$ cat src/rtl/llsc_link_unit.sv
// LL/SC reservation unit: keeps the committed link bit and linked word,
// forwards the WB-stage update to an SC in MEM and gates the SC store.
module llsc_link_unit #(
  parameter int ADDR_W         = 32,
  parameter int TIMEOUT_CYCLES = 1024
) (
  input  logic              clk,
  input  logic              rst,
  input  logic              mem_ll_req,
  input  logic              mem_sc_req,
  input  logic [ADDR_W-1:0] mem_addr,
  input  logic              mem_stall,
  input  logic              flush,
  input  logic              snoop_we,
  input  logic [ADDR_W-1:0] snoop_addr,
  output logic              sc_success,
  output logic              ram_we_gate,
  output logic              llbit,
  output logic [ADDR_W-1:0] link_addr
);

  localparam int WORD_W = ADDR_W - 2;
  localparam int CNT_W  = (TIMEOUT_CYCLES > 1) ? $clog2(TIMEOUT_CYCLES) : 1;
  localparam logic [CNT_W-1:0] CNT_LAST =
    CNT_W'((TIMEOUT_CYCLES > 0) ? (TIMEOUT_CYCLES - 1) : 0);
  localparam logic TIMEOUT_EN = (TIMEOUT_CYCLES != 0);

  localparam logic [1:0] OP_NONE = 2'd0;
  localparam logic [1:0] OP_LL   = 2'd1;
  localparam logic [1:0] OP_SC   = 2'd2;

  logic [1:0]        wb_op_r;
  logic [WORD_W-1:0] wb_word_r;
  logic              llbit_r;
  logic [WORD_W-1:0] link_word_r;
  logic [CNT_W-1:0]  cnt_r;

  logic [1:0]        wb_op_s;
  logic              llbit_s;
  logic [WORD_W-1:0] link_word_s;
  logic [CNT_W-1:0]  cnt_s;
  logic              timeout_hit_s;
  logic              eff_base_s;
  logic              eff_s;
  logic [WORD_W-1:0] eff_word_s;
  logic              sc_success_s;
  logic              ram_we_gate_s;

  logic [WORD_W-1:0] mem_word_s;
  logic [WORD_W-1:0] snoop_word_s;
  logic              unused_low_bits_s;

  assign mem_word_s        = mem_addr[ADDR_W-1:2];
  assign snoop_word_s      = snoop_addr[ADDR_W-1:2];
  assign unused_low_bits_s = ^{mem_addr[1:0], snoop_addr[1:0]};

  function automatic logic snoop_hits(input logic              we,
                                      input logic [WORD_W-1:0] s_word,
                                      input logic [WORD_W-1:0] l_word);
    return we && (s_word == l_word);
  endfunction

  // Op that leaves MEM this cycle; LL wins over an illegal LL+SC pair.
  always_comb begin
    wb_op_s = OP_NONE;
    if (flush || mem_stall) begin
      wb_op_s = OP_NONE;
    end else if (mem_ll_req) begin
      wb_op_s = OP_LL;
    end else if (mem_sc_req) begin
      wb_op_s = OP_SC;
    end else begin
      wb_op_s = OP_NONE;
    end
  end

  // WB pending slot; address kept only when a real op advances.
  always_ff @(posedge clk) begin
    if (rst) begin
      wb_op_r   <= OP_NONE;
      wb_word_r <= {WORD_W{1'b0}};
    end else if (flush || mem_stall) begin
      wb_op_r   <= wb_op_s;
      wb_word_r <= wb_word_r;
    end else begin
      wb_op_r   <= wb_op_s;
      wb_word_r <= mem_word_s;
    end
  end

  // Committed link next-state in priority order: flush, WB LL, WB SC, snoop, timeout.
  always_comb begin
    llbit_s       = llbit_r;
    link_word_s   = link_word_r;
    timeout_hit_s = TIMEOUT_EN && llbit_r && (cnt_r == CNT_LAST);
    if (flush) begin
      llbit_s = 1'b0;
    end else begin
      case (wb_op_r)
        OP_LL: begin
          link_word_s = wb_word_r;
          llbit_s     = ~snoop_hits(snoop_we, snoop_word_s, wb_word_r);
        end
        OP_SC: begin
          llbit_s = 1'b0;
        end
        default: begin
          if (snoop_hits(snoop_we, snoop_word_s, link_word_r)) begin
            llbit_s = 1'b0;
          end else if (timeout_hit_s) begin
            llbit_s = 1'b0;
          end else begin
            llbit_s = llbit_r;
          end
        end
      endcase
    end
  end

  // Reservation age: restarts on a committed LL, idles at zero while unlinked.
  always_comb begin
    cnt_s = {CNT_W{1'b0}};
    if (!llbit_s) begin
      cnt_s = {CNT_W{1'b0}};
    end else if (!flush && (wb_op_r == OP_LL)) begin
      cnt_s = {CNT_W{1'b0}};
    end else begin
      cnt_s = cnt_r + CNT_W'(1);
    end
  end

  // Committed reservation registers.
  always_ff @(posedge clk) begin
    if (rst) begin
      llbit_r     <= 1'b0;
      link_word_r <= {WORD_W{1'b0}};
      cnt_r       <= {CNT_W{1'b0}};
    end else begin
      llbit_r     <= llbit_s;
      link_word_r <= link_word_s;
      cnt_r       <= cnt_s;
    end
  end

  // Link as seen by an SC in MEM, including the not-yet-committed WB op.
  always_comb begin
    eff_base_s = llbit_r;
    eff_word_s = link_word_r;
    case (wb_op_r)
      OP_LL: begin
        eff_base_s = 1'b1;
        eff_word_s = wb_word_r;
      end
      OP_SC: begin
        eff_base_s = 1'b0;
        eff_word_s = wb_word_r;
      end
      default: begin
        eff_base_s = llbit_r;
        eff_word_s = link_word_r;
      end
    endcase
    if (flush || snoop_hits(snoop_we, snoop_word_s, eff_word_s)) begin
      eff_s = 1'b0;
    end else begin
      eff_s = eff_base_s;
    end
  end

  // SC verdict is combinational so a stalled SC re-evaluates every cycle.
  always_comb begin
    sc_success_s  = 1'b0;
    ram_we_gate_s = 1'b1;
    if (mem_sc_req && !mem_ll_req && eff_s && (mem_word_s == eff_word_s)) begin
      sc_success_s = 1'b1;
    end else begin
      sc_success_s = 1'b0;
    end
    ram_we_gate_s = ~(mem_sc_req & ~sc_success_s);
  end

  assign sc_success  = sc_success_s;
  assign ram_we_gate = ram_we_gate_s;
  assign llbit       = llbit_r;
  assign link_addr   = {link_word_r, 2'b00};

endmodule

$ cat config.mk
export PLATFORM = sky130hd
export DESIGN_NAME = llsc_link_unit
export DESIGN_NICKNAME = d
export VERILOG_FILES = /design/src/rtl/llsc_link_unit.sv
export SDC_FILE = /design/constraint.sdc
export NUM_CORES = 1
export LEC_CHECK = 0
export CAP_MARGIN = 0
export CELL_PAD_IN_SITES_DETAIL_PLACEMENT = 2
export CELL_PAD_IN_SITES_GLOBAL_PLACEMENT = 2
export CORE_MARGIN = 10
export CORE_UTILIZATION = 29
export DETAILED_ROUTE_END_ITERATION = 16
export PLACE_DENSITY_LB_ADDON = 0.1
export SLEW_MARGIN = 0
export SYNTH_ARGS = -nofsm -noshare
export SYNTH_HDL_FRONTEND = slang
export SYNTH_SLANG_ARGS = --single-unit
$ cat constraint.sdc
create_clock -name clk -period 3.4 [get_ports clk]
set_input_delay 0.51 -clock clk [delete_from_list [all_inputs] [get_ports clk]]
set_output_delay 0.51 -clock clk [all_outputs]
set_load 0.01 [all_outputs]
==> results.json, run 1 <==
{
  "max_freq_mhz": 293,
  "synth_warnings": 0,
  "critPathLaunch": "wb_op_r[1]",
  "tritoncts": "yes",
  "dieArea_um2": 20100,
  "final_max_slew_viol_count": 0,
  "synth_edf_count": 0,
  "stdcell_count": 838,
  "first_iter_violations": 147,
  "power.internal_uw": 1830,
  "dp_hpwl_mm": 14.4,
  "gp_congestion": 0.837,
  "hold_viol": 0,
  "num_io_pins": 106,
  "area.growth.synth_to_final_pct": 47.2,
  "hold_ws_ns": 0.468,
  "num_rows": 44,
  "setup_tns_ns": -0.0119,
  "yosysMostFrequentCell": "nand2_1",
  "ys_seq_area_share_pct": 34.0,
  "crit_arrival_ns": 2.90,
  "dieHeight_um": 142,
  "r2r-end": "cnt_r[1]",
  "vias": 4249,
  "netlist_top_cells_area": "dfxtp_1 (34%), xnor2_1 (16%), nand2_1 (11%), xor2_1 (9.6%), a21oi_1 (7.0%)",
  "period_needed_ns": 3.41,
  "cts_buffer_depth": 2,
  "cts_sinks": 73,
  "synth-seq-cells": 73,
  "grt_max_degree": 63,
  "tightest_slew_ns": 0.883,
  "ant_nets": 0,
  "sw_frac_of_total_pct": 25.3,
  "use_met3_pct": 4.64,
  "maxCapViolCount": 0,
  "globalRouteOverflowTotal": 0,
  "clock_latency_ns": 0.35,
  "vdd_drop_max_v": 0.000244,
  "pwr-share-comb_pct": 15.0,
  "fin_ws_ns": -0.0107,
  "synth.distinct_cells": 29,
  "placed_cells": 817,
  "start_util_pct": 29.6,
  "drt_wl_total_mm": 19.3,
  "io_buffer_count": 99,
  "antenna_found_initial": 0,
  "clockPowerShare_pct": 48.2,
  "power_density_nw_per_um2": 387,
  "core_um2": 14500,
  "drive_above_1_share_pct": 14.2,
  "synth_commonest_cells": "nand2_1 (123), xnor2_1 (81), dfxtp_1 (73)",
  "critPathCapture": "ram_we_gate",
  "dp_slack_ns": -0.341,
  "hp-class": "reg2reg",
  "grt_pass1_wl_mm": 29.2,
  "seqPwrFrac_pct": 36.8,
  "wl_per_cell_um": 23.0,
  "clock-root-buffer": "clkbuf_16",
  "antenna_cells": 0,
  "syn_avg_cell_area_um2": 8.18,
  "rsz0062_at_grt": "yes",
  "syn_area_um2": 4300,
  "synth_top_area_cell": "dfxtp_1",
  "worstSetupPathType": "reg2out",
  "required_ns": 2.89,
  "cp_max_fo": 6,
  "async_flop_share_pct": 0,
  "status": "complete, but fails checks",
  "die-width_um": 142,
  "worstRegToRegCells": 6,
  "cts_buffers": 9,
  "vias_per_cell": 5.07,
  "min_period_over_period_pct": 100,
  "nNetsFinal": 722,
  "synth-main-ff-cell": "dfxtp_1",
  "cp-end-kind": "primary output",
  "final_cell_area_um2": 6330,
  "setup_viol": 2,
  "yosysTopAreaCellShare_pct": 34.0,
  "post_dp_cell_area_um2": 5670,
  "p_switching_uw": 621,
  "drc": 0,
  "htree_levels": 3,
  "gr-usage-met1_pct": 22.0,
  "r2r_slack_ns": 1.06,
  "r2r-start": "wb_word_r[9]",
  "relSlewSlack_pct": 40.9,
  "first_pass_iters": 4,
  "path_clk_slew_ns": 0.06,
  "worst_clock_skew_ns": 0.00580,
  "grt-busiest-layer": "met2",
  "syn-instance-count": 526,
  "leakage_uw": 0.00217,
  "failed_checks": "negative setup slack",
  "track_usage_pct": 19.0,
  "startpoint_type": "flip-flop",
  "first_global_vias": 4861,
  "met2_usage_pct": 33.6
}
layout make-up:
type	instances	area (um^2)
clock buffer	12	267
timing repair buffer	140	1350
sequential	73	1460
inverter	4	15.0
clock inverter	4	97.6
multi-input combinational	421	2900
tap	184	230
fill	1625	8210
cells in the final DEF (no fill, tap or decap), drive strengths merged, types with 2 or more instances in the layout:
cell type and n:
nand2 123, clkdlybuf4s50 96, xnor2 81, dfxtp 73, a21oi 60, xor2 47, buf 44, mux2i 31
nor4 26, nand4 20, clkbuf 12, nand3 7, nor2 6, nor3 6, inv 4, bufinv 3
nand2b 2, conb 2, or4 2, ha 2
flip-flops by register name, summed over array words and instances, names as in the netlist:
name	count
llbit	1
link_word_r	30
wb_word_r	30
wb_op_r	2
cnt_r	10
worst max-delay path, stage by stage (launching register included):
cell	delay (ns)
dfxtp_2	0.32
inv_2	0.04
ha_4	0.33
buf_4	0.16
buf_6	0.12
mux2i_4	0.24
xor2_1	0.18
nand4_1	0.17
or4_4	0.55
o31ai_4	0.26
buf_2	0.17
logic make-up (layout without fill, tap and decap cells):
family          after synthesis  count (layout)  synth area share [%]
simple gates                195             195                  20.8
xor+xnor                    128             128                  26.1
flops                        73              73                  34.0
compound gates               63              63                  7.59
buf+inv                      33             160                  3.58
mux                          31              31                  7.30
fa+ha+maj                     2               2                 0.582
other cells                   1               2                0.0872
power groups by stage:
stage	logic, uW	clock network (uW)	registers [uW]
global route	392	1240	904
detailed placement	339	0	916
finish	369	1180	901
CTS	362	1200	900
floorplan	154	0	910
global placement	333	0	914
routing by layer:
layer	share of wire [%]	wire length (um)
met1	42	8150
met2	51	9830
met3	4.6	895
met4	2.2	423
met5	0	0
how the worst min path moves through the flow:
stage	start	to	slack, ns	cells past startpoint
floorplan	cnt_r[0]	cnt_r[0]	0.43	1
global placement	cnt_r[0]	cnt_r[0]	0.45	1
detailed placement	cnt_r[0]	cnt_r[0]	0.46	1
CTS	cnt_r[0]	cnt_r[0]	0.47	1
global route	wb_word_r[1]	link_word_r[1]	0.52	2
finish	cnt_r[0]	cnt_r[0]	0.47	1
metrics by stage:
stage / util, % / power (uW)
4_1_cts: 43.1 / 2460
3_5_place_dp: 39.0 / 1260
5_1_grt: 43.5 / 2540
3_3_place_gp: 39.0 / 1250
6_report: 43.5 / 2450
2_1_floorplan: - / 1060
repair_timing:
item,in CTS,in global routing
setup endpoints to repair,2,2
hold buffers,0,0
cloned,1,0
buffers inserted,4,3
gates resized for setup,45,7
pin swaps,12,6
No activity file was read; power rests on OpenSTA's default activity.
==> run 2: changes to the inputs <==
--- a/config.mk
+++ b/config.mk
@@ -5,7 +5,7 @@
 export SDC_FILE = /design/constraint.sdc
 export NUM_CORES = 1
 export LEC_CHECK = 0
-export CAP_MARGIN = 0
+export CAP_MARGIN = 20
 export CELL_PAD_IN_SITES_DETAIL_PLACEMENT = 2
 export CELL_PAD_IN_SITES_GLOBAL_PLACEMENT = 2
 export CORE_MARGIN = 10
==> results of run 2 <==
Final layout, timing and power as in run 1 (identical DEF).
